[src/rtl/demux_leds_temporizado.sv]
// Timed 1-to-N LED demultiplexer: lights the selected LED for T_ON clocks,
// blanks all LEDs for T_OFF clocks, then pulses pronto for one clock.
module demux_leds_temporizado #(
    parameter int N     = 4,
    parameter int SEL_W = 2,
    parameter int T_ON  = 50,
    parameter int T_OFF = 25
) (
    input  logic             clock,
    input  logic             reset,
    input  logic             iniciar,
    input  logic [SEL_W-1:0] sel,
    output logic [N-1:0]     leds,
    output logic             ocupado,
    output logic             pronto,
    output logic             erro
);

    localparam logic [1:0] OCIOSO  = 2'd0;
    localparam logic [1:0] ACESO   = 2'd1;
    localparam logic [1:0] APAGADO = 2'd2;
    localparam logic [1:0] FIM     = 2'd3;

    localparam int TMAX = (T_ON > T_OFF) ? T_ON : T_OFF;
    localparam int CW   = $clog2(TMAX + 1);

    localparam logic [CW-1:0]  ON_LAST  = CW'(T_ON - 1);
    localparam logic [CW-1:0]  OFF_LAST = CW'((T_OFF > 0) ? T_OFF - 1 : 0);
    localparam logic [SEL_W:0] N_L      = (SEL_W + 1)'(N);

    logic [1:0]       state_q, state_d;
    logic [CW-1:0]    cnt_q, cnt_d;
    logic [SEL_W-1:0] sel_q, sel_d;
    logic [N-1:0]     leds_q, leds_d;
    logic             ocupado_q, ocupado_d;
    logic             pronto_q, pronto_d;
    logic             erro_q, erro_d;
    logic             sel_ok;

    function automatic logic [N-1:0] decode(input logic [SEL_W-1:0] s);
        decode = '0;
        for (int i = 0; i < N; i++) begin
            decode[i] = (s == SEL_W'(i));
        end
    endfunction

    assign sel_ok = ({1'b0, sel} < N_L);

    always_comb begin
        state_d   = state_q;
        cnt_d     = cnt_q;
        sel_d     = sel_q;
        leds_d    = leds_q;
        ocupado_d = ocupado_q;
        pronto_d  = 1'b0;
        erro_d    = 1'b0;
        case (state_q)
            OCIOSO: begin
                if (iniciar) begin
                    if (sel_ok) begin
                        state_d   = ACESO;
                        cnt_d     = '0;
                        sel_d     = sel;
                        leds_d    = decode(sel);
                        ocupado_d = 1'b1;
                    end else begin
                        erro_d = 1'b1;
                    end
                end
            end
            ACESO: begin
                // LED drops on the edge that ends the T_ON-th lit clock
                if (cnt_q == ON_LAST) begin
                    leds_d = '0;
                    cnt_d  = '0;
                    if (T_OFF == 0) begin
                        state_d  = FIM;
                        pronto_d = 1'b1;
                    end else begin
                        state_d = APAGADO;
                    end
                end else begin
                    cnt_d = cnt_q + CW'(1);
                end
            end
            APAGADO: begin
                if (cnt_q == OFF_LAST) begin
                    state_d  = FIM;
                    cnt_d    = '0;
                    pronto_d = 1'b1;
                end else begin
                    cnt_d = cnt_q + CW'(1);
                end
            end
            FIM: begin
                state_d   = OCIOSO;
                cnt_d     = '0;
                ocupado_d = 1'b0;
            end
            default: begin
                state_d   = OCIOSO;
                cnt_d     = '0;
                leds_d    = '0;
                ocupado_d = 1'b0;
            end
        endcase
    end

    always_ff @(posedge clock) begin
        if (reset) begin
            state_q   <= OCIOSO;
            cnt_q     <= '0;
            sel_q     <= '0;
            leds_q    <= '0;
            ocupado_q <= 1'b0;
            pronto_q  <= 1'b0;
            erro_q    <= 1'b0;
        end else begin
            state_q   <= state_d;
            cnt_q     <= cnt_d;
            sel_q     <= sel_d;
            leds_q    <= leds_d;
            ocupado_q <= ocupado_d;
            pronto_q  <= pronto_d;
            erro_q    <= erro_d;
        end
    end

    assign leds    = leds_q;
    assign ocupado = ocupado_q;
    assign pronto  = pronto_q;
    assign erro    = erro_q;

endmodule

[config.mk]
export PLATFORM = sky130hd
export DESIGN_NAME = demux_leds_temporizado
export DESIGN_NICKNAME = d
export VERILOG_FILES = /design/src/rtl/demux_leds_temporizado.sv
export SDC_FILE = /design/constraint.sdc
export NUM_CORES = 1
export LEC_CHECK = 0
export BUFFER_PORTS_ARGS = -buffer_cell sky130_fd_sc_hd__buf_2
export CAP_MARGIN = 10
export CORE_UTILIZATION = 45
export CTS_BUF_LIST = sky130_fd_sc_hd__clkbuf_16
export DETAILED_ROUTE_END_ITERATION = 12
export PLACE_DENSITY = 0.76
export SLEW_MARGIN = 20
export SYNTH_ARGS = -nofsm -noshare
export SYNTH_HDL_FRONTEND = slang
export SYNTH_SLANG_ARGS = --single-unit
export TNS_END_PERCENT = 5
[constraint.sdc]
create_clock -name clock -period 2.3 [get_ports clock]
set_clock_uncertainty 0.15 [all_clocks]
set_input_delay 0.23 -clock clock [delete_from_list [all_inputs] [get_ports clock]]
set_output_delay 0.23 -clock clock [all_outputs]
set_load 0.1 [all_outputs]
==> out/metrics.csv, run 1 <==
metric;value;unit
ant_nets;0;
r2r-start;state_q[0]$_SDFFE_PP0P_;
place_area;857;µm²
syn_avg_cell_area;8.58;µm²
maxCapViolations;0;
cpMaxStageDelayCell;or3_4;
grt_usage;20.3;%
nNetsFinal;117;
drv_slew;0;
io_buffers;10;
drive_gt1_share;17.3;%
cp_num_buf_inv;1;
syn_nets;105;
required;2.27;ns
violations;design-rule violations;
holdWs;0.0751;ns
cp_cell_sequence;inv_1 > ha_1 > nor2b_2 > or3_4 > o41ai_1;
peakVddDrop;1.02;mV
p_leak;0.380;nW
clkLatencyLatePin;0.24;ns
antenna_found_initial;0;
ctsHtreeMaxLevel;1;
timing.critical_path.from;state_q[0]$_SDFFE_PP0P_;
coreArea;0.00158;mm²
hold_class;in -> reg;
finalHoldViolCount;0;
die_width;44.1;µm
crit_arrival;1.98;ns
cts.path.max_buffers;2;
status;finished with violations;
drt-total-wl;1700;µm
critical_path.top_delay_family;simple AND/OR/NAND/NOR gates;
cpPeakStageDelay;0.43;ns
end_kind;register;
ys_warn_count;0;
finalCritPeriodShare;87.2;%
area_growth_syn_to_layout;17.6;%
firstDrtPassIters;8;
start_util;50.6;%
synthArstFlopShare;0;%
cts.clk_slew.worst_paths;0.05;ns
route.detailed.drc;2;
drtIter0Drc;25;
synth_cell_types;34;
die_h;44.1;µm
syn_inst;93;
design_area;938;µm²
grt_pass1_vias;590;
hold_start;sel[1];
grt_pass1_wl;2780;µm
fill_cells;138;
cts_made_buffers;3;
cts_num_sinks;14;
cts_tree;built;
dieArea;0.00195;mm²
synth_enable_flop_cells;0;
dp_hpwl;1230;µm
antennaDiodeCount;0;
tightestPinTransition;0.548;ns
grt_max_degree;15;
cp_max_fo;14;
vias;716;
ys_ff_latch;14;
period_minus_slack;2.01;ns
grt_overflow;0;
cts-root-buf;clkbuf_16;
powerDensity;1280;mW/mm²
netlist_area;798;µm²
synth_ff_type;dfxtp_1;
rows;14;
rsz0062_at_grt;false;
globalplace.congestion;0.800;
slew_headroom;63.3;%
total_power;1.20;mW
setup_viol;0;
vias_per_cell;5.97;
ys_seq_area_share;35.1;%
path_class;reg -> reg;
fin_tns_setup;0;ns
wl_per_cell;14.2;µm
crit_path_start_kind;register;
fmaxAchievable;0.499;GHz
num_io_pins;12;
-- flip-flops by register name (all words and copies together), names as in the netlist --
register  flops
state_q       2
leds          4
cnt_q         6
pronto        1
ocupado       1
-- cell families (layout without fill, tap and decap cells) --
| logic type | Yosys count | count (layout) | synth area share [%] |
|---|---|---|---|
| fa+ha+maj | 7 | 7 | 11.0 |
| compound gates | 25 | 25 | 22.9 |
| other cells | 1 | 1 | 0.470 |
| simple gates | 36 | 36 | 24.6 |
| mux | 1 | 1 | 1.25 |
| buf+inv | 9 | 20 | 4.70 |
| flops | 14 | 14 | 35.1 |
-- layout by cell type, fill, tap and decap left out, types with 2 or more instances in the layout --
master	count
nand2_1	13
nand3_1	2
buf_2	10
inv_1	5
o221ai_1	2
nor3_1	3
and2_1	2
o211ai_1	2
ha_1	7
a21oi_1	6
o31a_1	2
nor2_1	4
o311ai_1	4
clkbuf_16	3
nand2b_1	4
dfxtp_1	14
o41ai_1	2
-- final cells by class --
class / instances / area, µm² / area share (%)
multi-input cells: 70 / 483 / 51.5
flip-flops and latches: 14 / 280 / 29.9
inverters: 5 / 18.8 / 2.00
repair buffers: 11 / 57.6 / 6.13
clock buffers: 3 / 75.1 / 8.00
well taps: 16 / 20.0 / 2.13
clock inverters: 1 / 3.75 / 0.400
-- worst reg2reg max path, cell delays in order (launching register included) --
cell	delay, ns
dfxtp_1	0.37
inv_1	0.08
ha_1	0.24
nor2b_2	0.26
or3_4	0.43
o41ai_1	0.35
-- worst paths after layout --
check                         endpoint  slack, ns  depth (start not counted)
hold / removal    leds[1]$_SDFFE_PP0P_       0.08                          2
setup reg to reg  leds[2]$_SDFFE_PP0P_       0.29                          5
hold reg to reg   leds[0]$_SDFFE_PP0P_       0.32                          2
setup / recovery  leds[2]$_SDFFE_PP0P_       0.29                          5
-- per-stage QoR --
step / utilization, % / std cells / setup slack, ns
2_1_floorplan: - / 93 / 0.532
3_3_place_gp: 54.4 / 116 / 0.305
3_5_place_dp: 54.4 / 116 / 0.208
4_1_cts: 59.4 / 120 / 0.197
5_1_grt: 59.5 / 120 / 0.153
6_report: 59.5 / 120 / 0.294
-- power breakdown --
part           switching (mW)  internal (mW)
registers              0.0298          0.283
clock network          0.0978          0.230
logic                   0.391          0.168
-- synth_stat cells (3+ instances only) --
master,instances,area share [%]
dfxtp_1,14,35
nand2_1,13,6.1
ha_1,7,11
a21oi_1,6,3.8
inv_1,5,2.4
nand2b_1,4,3.1
nor2_1,4,1.9
o311ai_1,4,4.4
clkbuf_1,3,1.4
nor3_1,3,1.9
-- per-layer routing --
metal	routed length, µm	global-route usage [%]
met5	0	0
met4	19	7.27
met3	114	7.35
met2	780	29.7
met1	786	27.4
-- what timing repair did --
item,4_1_cts,5_1_grt
hold endpoints to repair,0,0
resized for setup,0,1
endpoints found under the setup margin,0,1
hold buffers,0,0
setup buffers,0,0
Note: power is estimated with default switching activity, not from simulation.
==> run 2, diff against run 1 <==
- clock period: 2.3 -> 2.1 ns (I/O delays scaled with it)
==> out/metrics.csv, run 2 (same netlist as run 1, synthesis figures left out) <==
metric;value;unit;change
post_cts_buffers;0;;unchanged
cts_made_buffers;3;;unchanged
ctsHtreeMaxLevel;1;;unchanged
slew_headroom;63.4;%;+0.082 points
internal_power;751;µW;+10%
grt_pass1_vias;664;;+13%
drive_gt1_share;17.1;%;-0.16 points
drtIter0Drc;18;;-28%
period_minus_slack;1.95;ns;-0.0517 ns
vias;707;;-1.3%
globalplace.congestion;0.839;;+4.9%
fmaxAchievable;0.512;GHz;+2.6%
start_util;50.6;%;unchanged
peakVddDrop;1.16;mV;+13%
antennaDiodeCount;0;;unchanged
clkLatencyLatePin;0.24;ns;about the same
num_io_pins;12;;unchanged
dp_hpwl;1190;µm;-3.0%
cts_num_sinks;14;;unchanged
hold_buffers;0;;unchanged
rows;14;;unchanged
layout_common_cells;14 x dfxtp_1, 13 x nand2_1, 10 x buf_2;;
status;finished with violations;;
regArea;280;µm²;unchanged
antenna_found_initial;0;;unchanged
power.share.combinational;47.0;%;+0.4 points
finalCritPeriodShare;93.0;%;+5.8 points
cts.path.max_buffers;2;;unchanged
cts.clk_slew.worst_paths;0.04;ns;about the same
ctsResizeCount;0;;unchanged
required;2.08;ns;-0.19 ns
grt_overflow;0;;unchanged
fin_tns_setup;0;ns;unchanged
grt_max_degree;11;;-4
grt_pass1_wl;2750;µm;-1.2%
wl_per_cell;13.4;µm;-5.8%
area_growth_syn_to_layout;18.2;%;
die_width;44.1;µm;unchanged
p_leak;0.384;nW;+0.93%
drv_slew;0;;unchanged
drt-total-wl;1620;µm;-5.0%
total_power;1.32;mW;+9.8%
ant_nets;0;;unchanged
coreArea;0.00158;mm²;unchanged
firstDrtPassIters;10;;+2
largest_reg_flops;6;;unchanged
grt_usage;19.7;%;-0.66 points
cts_tree;built;;
path_class;reg -> reg;;
p_clk_share;27.1;%;-0.2 points
p_sw_share;43.0;%;-0.27 points
rsz0062_at_grt;false;;
regMostFlops;cnt_q;;
maxCapViolations;0;;unchanged
crit_arrival;1.93;ns;-0.05 ns
cts-root-buf;clkbuf_16;;
tightestPinTransition;0.548;ns;+0.000116 ns
hold_class;in -> reg;;
violations;design-rule violations;;
setup_viol;0;;unchanged
crit_path_start_kind;register;;
finalHoldViolCount;0;;unchanged
switchingPower;566;µW;+9.1%
fill_cells;139;;+0.72%
end_kind;register;;
vias_per_cell;5.84;;-2.1%
nNetsFinal;118;;+0.85%
route.detailed.drc;1;;-1
mostFrequentLayoutCell;dfxtp_1;;
seqPwrFrac;25.9;%;-0.2 points
io_buffers;10;;unchanged
cp_max_fo;9;;-5
powerDensity;1400;mW/mm²;+9.2%
die_h;44.1;µm;unchanged
multi_input_area;480;µm²;-0.52%
dieArea;0.00195;mm²;unchanged
## run 2: cell type report
class	instances	area share (%)
sequential	14	29.7
timing repair buffer	12	6.90
tap	16	2.12
clock inverter	1	0.398
inverter	5	1.99
clock buffer	3	7.96
multi-input combinational	70	50.9
## run 2: per-stage QoR
| step | instances | worst slack (ns) | utilization (%) | cell area [µm²] | hold slack (ns) |
|---|---|---|---|---|---|
| after floorplan | 93 | 0.332 | - | 798 | 0.161 |
| after global placement | 117 | 0.268 | 54.8 | 865 | 0.284 |
| after detailed placement | 117 | 0.154 | 54.8 | 865 | 0.291 |
| after CTS | 121 | 0.136 | 59.8 | 943 | 0.0371 |
| after global routing | 121 | 0.0486 | 59.8 | 943 | 0.0470 |
| final | 121 | 0.146 | 59.8 | 943 | 0.0364 |
## run 2: final timing paths
path                                start              endpoint  slack (ns)  cells after the start
setup / recovery  state_q[0]$_SDFFE_PP0P_  leds[1]$_SDFFE_PP0P_        0.15                      5
hold / removal                     sel[0]  leds[2]$_SDFFE_PP0P_        0.04                      2
setup reg to reg  state_q[0]$_SDFFE_PP0P_  leds[1]$_SDFFE_PP0P_        0.15                      5
hold reg to reg      leds[0]$_SDFFE_PP0P_  leds[0]$_SDFFE_PP0P_        0.31                      2
## run 2: worst max-delay path: stages (launching register included)
cell	delay, ns
dfxtp_1	0.37
inv_1	0.08
ha_1	0.24
nor2b_1	0.23
or3_4	0.43
o41ai_1	0.34
## run 2: per-layer routing
metal | global-route usage [%] | vias to the layer above | wire (µm)
li1 | - | 361 | -
met1 | 24.3 | 325 | 782
met2 | 30.3 | 17 | 720
met3 | 4.49 | 4 | 76
met4 | 13.3 | 0 | 36
met5 | 0 | - | 0
## run 2: power groups by stage
stage | Combinational, mW | Sequential, mW | Clock [mW]
4_1_cts | 0.618 | 0.342 | 0.368
5_1_grt | 0.671 | 0.346 | 0.379
3_3_place_gp | 0.606 | 0.343 | 0
2_1_floorplan | 0.342 | 0.494 | 0
3_5_place_dp | 0.620 | 0.347 | 0
6_report | 0.618 | 0.341 | 0.357
